===== config.mk =====
export PLATFORM = sky130hd
export DESIGN_NAME = sp_ram_fifo_ctrl
export DESIGN_NICKNAME = d
export VERILOG_FILES = /design/src/rtl/sp_ram_fifo_ctrl.sv
export SDC_FILE = /design/constraint.sdc
export NUM_CORES = 1
export LEC_CHECK = 0
export ABC_AREA = 1
export CORE_ASPECT_RATIO = 0.7
export CORE_UTILIZATION = 49
export DETAILED_ROUTE_END_ITERATION = 10
export MAX_ROUTING_LAYER = met4
export PLACE_DENSITY = 0.84
export SYNTH_ARGS = -nofsm -noshare
export SYNTH_HDL_FRONTEND = slang
export SYNTH_SLANG_ARGS = --single-unit

===== constraint.sdc =====
create_clock -name clk -period 2.79 [get_ports clk]
set_input_delay 0.279 -clock clk [delete_from_list [all_inputs] [get_ports clk]]
set_output_delay 0.279 -clock clk [all_outputs]
set_load 0.05 [all_outputs]

===== src/rtl/sp_ram_fifo_ctrl.sv =====
// FIFO controller in front of a single-port RAM: a one-entry output register is
// refilled from RAM ahead of writes, and bypassed directly when the RAM is empty.
module sp_ram_fifo_ctrl #(
    parameter int DW = 4,
    parameter int AW = 3
) (
    input  logic          clk,
    input  logic          rst,
    input  logic          in_valid,
    output logic          in_ready,
    input  logic [DW-1:0] in_data,
    output logic          out_valid,
    input  logic          out_ready,
    output logic [DW-1:0] out_data,
    output logic          ram_wr,
    output logic [AW-1:0] ram_addr,
    output logic [DW-1:0] ram_din,
    input  logic [DW-1:0] ram_dout,
    output logic [AW:0]   count,
    output logic          full,
    output logic          empty
);

    localparam int DEPTH = 1 << AW;
    localparam logic [AW:0] CNT_DEPTH = (AW+1)'(DEPTH);
    localparam logic [AW:0] CNT_FULL  = (AW+1)'(DEPTH + 1);

    logic [AW-1:0] wr_ptr;
    logic [AW-1:0] rd_ptr;
    logic [AW:0]   ram_cnt;

    logic pop;
    logic ob_free;
    logic ram_nonempty;
    logic rd_op;
    logic accept;
    logic bypass;
    logic wr_op;

    assign pop          = out_valid & out_ready;
    assign ob_free      = ~out_valid | pop;
    assign ram_nonempty = (ram_cnt != '0);

    // Refilling the output register wins the RAM port; the producer stalls that cycle.
    assign rd_op    = ob_free & ram_nonempty;
    assign in_ready = rst & ~rd_op & (ram_cnt != CNT_DEPTH);
    assign accept   = in_valid & in_ready;

    // Bypass only when nothing is queued in RAM, so ordering is preserved.
    assign bypass = accept & ob_free & ~ram_nonempty;
    assign wr_op  = accept & ~bypass;

    assign ram_wr   = wr_op;
    assign ram_addr = wr_op ? wr_ptr : rd_ptr;
    assign ram_din  = in_data;

    assign count = ram_cnt + (AW+1)'(out_valid);
    assign full  = (count == CNT_FULL);
    assign empty = (count == '0);

    always_ff @(posedge clk or negedge rst) begin
        if (!rst) begin
            wr_ptr    <= '0;
            rd_ptr    <= '0;
            ram_cnt   <= '0;
            out_valid <= 1'b0;
            out_data  <= '0;
        end else begin
            if (wr_op) begin
                wr_ptr  <= wr_ptr + AW'(1);
                ram_cnt <= ram_cnt + (AW+1)'(1);
            end else if (rd_op) begin
                rd_ptr  <= rd_ptr + AW'(1);
                ram_cnt <= ram_cnt - (AW+1)'(1);
            end
            if (rd_op) begin
                out_data <= ram_dout;
            end else if (bypass) begin
                out_data <= in_data;
            end
            out_valid <= (out_valid & ~pop) | rd_op | bypass;
        end
    end

endmodule


==> flow_summary.json <==
{
  "r2r_start": "out_valid$_DFF_PN0_",
  "yosysSeqAreaShare_pct": 36.67,
  "io_pins": 32,
  "drc": 0,
  "post_drt_via_cell_ratio": 5.028,
  "detail_route.wl_per_cell_microns": 12.10,
  "synth_top_family_by_area": "simple AND/OR/NAND/NOR gates",
  "rrSetupSlack_ps": 710,
  "postRouteWirelength_microns": 2129,
  "globalplace.congestion": 0.8305,
  "setup_viol": 0,
  "die_y_microns": 40.24,
  "path_class": "reg2out",
  "grt_start_max_net_pins": 18,
  "cts.sinks": 15,
  "grt_antenna_before_repair": 0,
  "synth_fp_nets": 143,
  "clk_pin_slew_worst_paths_ps": 90,
  "layout-drive-gt1-share_pct": 18.18,
  "nets": 174,
  "drt-initial-drc-count": 30,
  "dr.pass1.iters": 4,
  "grt_first_pass_wirelength_microns": 3525,
  "port-buffer-count": 31,
  "synth.largest_area_cell": "dfrtp_1",
  "synthAdderAreaFrac_pct": 9.291,
  "gr-total-overflow": 0,
  "h-tree-depth": 1,
  "finalSetupTns_ps": 0,
  "yosys_warnings": 0,
  "crit_path_end": "full",
  "clock_skew_ps": 4.021,
  "fmax_ghz": 0.3931,
  "ys_ff_latch": 15,
  "die_width_microns": 56.63,
  "peakVddDrop_v": 0.001026,
  "critPathLaunch": "ram_cnt[0]$_DFFE_PN0P_",
  "hold_class": "in2async",
  "muxShareOfSynthArea_pct": 0,
  "synth.distinct_cells": 25,
  "synth_simple_gate_area_share_pct": 36.55,
  "core_area_sq_um": 1903,
  "relSlewSlack_pct": 66.34,
  "syn_area_sq_um": 1023,
  "hold_buffers": 0,
  "arrival_ps": 2260,
  "worst_setup_path_start_kind": "flip-flop",
  "num_rows": 13,
  "synth-xor-area-share_pct": 6.724,
  "syn_area_per_cell_sq_um": 8.254,
  "worst_pin_slew_ps": 503.3,
  "via_count": 885,
  "drv_cap": 0,
  "cts_tree": "yes",
  "power_mw": 1.930,
  "power_density_nw_per_um2": 1392,
  "cp_max_fo": 6,
  "worstRegToRegCells": 10,
  "synthTopCellsByArea": "dfrtp_1 (37%), nand2_1 (17%), ha_1 (7.3%), nand3_1 (6.8%), xnor2_1 (3.4%)",
  "p_leak_nw": 0.6983,
  "finalCritPeriodShare_pct": 91.17,
  "start_util_pct": 53.78,
  "grt_usage_pct": 21.83,
  "drv_slew": 0,
  "postPlaceCellArea_sq_um": 1361,
  "clock_latency_ps": 290,
  "worstPathRequired_ps": 2510,
  "numCtsBuffers": 3,
  "dpl.hpwl_microns": 1683,
  "status": "finished, final reports clean",
  "final_area_sq_um": 1386,
  "cp-end-kind": "primary output",
  "grt_pass1_vias": 812,
  "netlist_instances": 124,
  "antenna_cells": 0,
  "hold_viol_final": 0,
  "dieArea_sq_um": 2279,
  "cts_buffer_depth": 2,
  "drtAntennaViolNets": 0,
  "period_needed_ps": 2544,
  "reg2reg_to": "ram_cnt[3]$_DFFE_PN0P_",
  "synth-compound-area-share_pct": 1.956,
  "clk_root_buffer_cell": "clkbuf_4",
  "synth_top_area_share_pct": 36.67,
  "area_growth_pct": 35.45,
  "rsz0062_at_grt": "false"
}
[area by class of cell]
class | instances | area, sq um
Multi-Input combinational cell | 93 | 563.0
Clock buffer | 3 | 22.52
Fill cell | 144 | 516.7
Clock inverter | 1 | 5.005
Timing Repair Buffer | 32 | 352.8
Sequential cell | 15 | 375.4
Inverter | 10 | 40.04
Tap cell | 22 | 27.53
[worst min-delay path by stage]
stage                             from                       to  slack [ps]  cells past startpoint
6_report                           rst   ram_cnt[1]$_DFFE_PN0P_         410                      2
5_1_grt                            rst   ram_cnt[3]$_DFFE_PN0P_         420                      2
4_1_cts                            rst   ram_cnt[3]$_DFFE_PN0P_         420                      2
3_5_place_dp   out_data[3]$_DFFE_PN0P_  out_data[3]$_DFFE_PN0P_         460                      2
3_3_place_gp   out_data[1]$_DFFE_PN0P_  out_data[1]$_DFFE_PN0P_         460                      2
2_1_floorplan                      rst  out_data[0]$_DFFE_PN0P_         -20                      0
[state kept, by name, summed over array words and instances, names as in the netlist]
name and count:
out_valid 1, ram_cnt 4, out_data 4, rd_ptr 3
wr_ptr 3
[layout by cell type, fill, tap and decap left out, types with 2 or more instances in the layout]
| cell | synthesis | routed |
|---|---|---|
| xnor2_1 | 4 | 4 |
| buf_4 | 4 | 2 |
| inv_2 | 3 | 3 |
| dlygate4sd2_1 | 0 | 2 |
| a21oi_1 | 2 | 2 |
| xor2_1 | 2 | 2 |
| o21ai_1 | 2 | 2 |
| nand2_4 | 3 | 3 |
| buf_12 | 0 | 4 |
| nand3_2 | 2 | 2 |
| clkdlybuf4s50_1 | 0 | 24 |
| clkbuf_4 | 0 | 3 |
| nand2_1 | 45 | 45 |
| nand2_2 | 4 | 4 |
| nor2_1 | 2 | 2 |
| dfrtp_1 | 15 | 15 |
| nand3_1 | 14 | 14 |
| ha_1 | 6 | 6 |
| inv_1 | 6 | 6 |
[through the flow]
stage | utilization (%) | hold WS [ps] | setup WS, ps | cells
6_report | 72.85 | 408.8 | 246.2 | 176
5_1_grt | 72.85 | 422.9 | 64.26 | 176
4_1_cts | 72.85 | 416.9 | 250.4 | 176
3_5_place_dp | 71.53 | 458.5 | 299.6 | 172
3_3_place_gp | 71.53 | 457.3 | 379.1 | 172
2_1_floorplan | - | -16.59 | 37.42 | 124
[synth_stat cells]
master,instances
nand2_1,45
dfrtp_1,15
nand3_1,14
ha_1,6
inv_1,6
buf_4,4
nand2_2,4
xnor2_1,4
inv_2,3
nand2_4,3
a21oi_1,2
nand3_2,2
nor2_1,2
o21ai_1,2
xor2_1,2
and3b_1,1
buf_2,1
buf_8,1
fa_1,1
inv_4,1
nand3_4,1
nor2_2,1
nor2_4,1
nor3_1,1
xor2_2,1
[timing repair]
action | in CTS | in global routing
endpoints found under the hold margin | 0 | 0
setup endpoints to repair | 2 | 0
gates resized for setup | 2 | 0
buffers inserted | 0 | 0
[power breakdown]
| part | internal (mW) | leakage, nW | total, mW | switching (mW) |
|---|---|---|---|---|
| clock | 0.0533 | 0.0177 | 0.127 | 0.0736 |
| sequential | 0.324 | 0.179 | 0.435 | 0.111 |
| combinational | 0.496 | 0.501 | 1.37 | 0.872 |
| total | 0.873 | 0.698 | 1.93 | 1.06 |
[kinds of logic after synthesis]
family                     Yosys count
and+or+nand+nor                     75
buffers and inverters               16
DFF                                 15
xor gates and xnor gates             7
adders and majority gates            7
AOI/OAI and AO/OA                    4
[worst max-delay path, stage by stage (launching register included)]
cell and delay [ps]:
dfrtp_1 480, ha_1 240, ha_1 200, xnor2_1 210, nand2_1 110, and3b_1 210, dlygate4sd2_1 530
[per-layer routing]
| layer | part of all wire (%) | vias up | GRT usage [%] |
|---|---|---|---|
| met4 | 0 | 0 | 4.878 |
| li1 | - | 449 | - |
| met3 | 6.9 | 0 | 6.129 |
| met1 | 43 | 403 | 24.75 |
| met5 | 0 | - | - |
| met2 | 50 | 33 | 40.00 |
No activity file was read; power rests on OpenSTA's default activity.
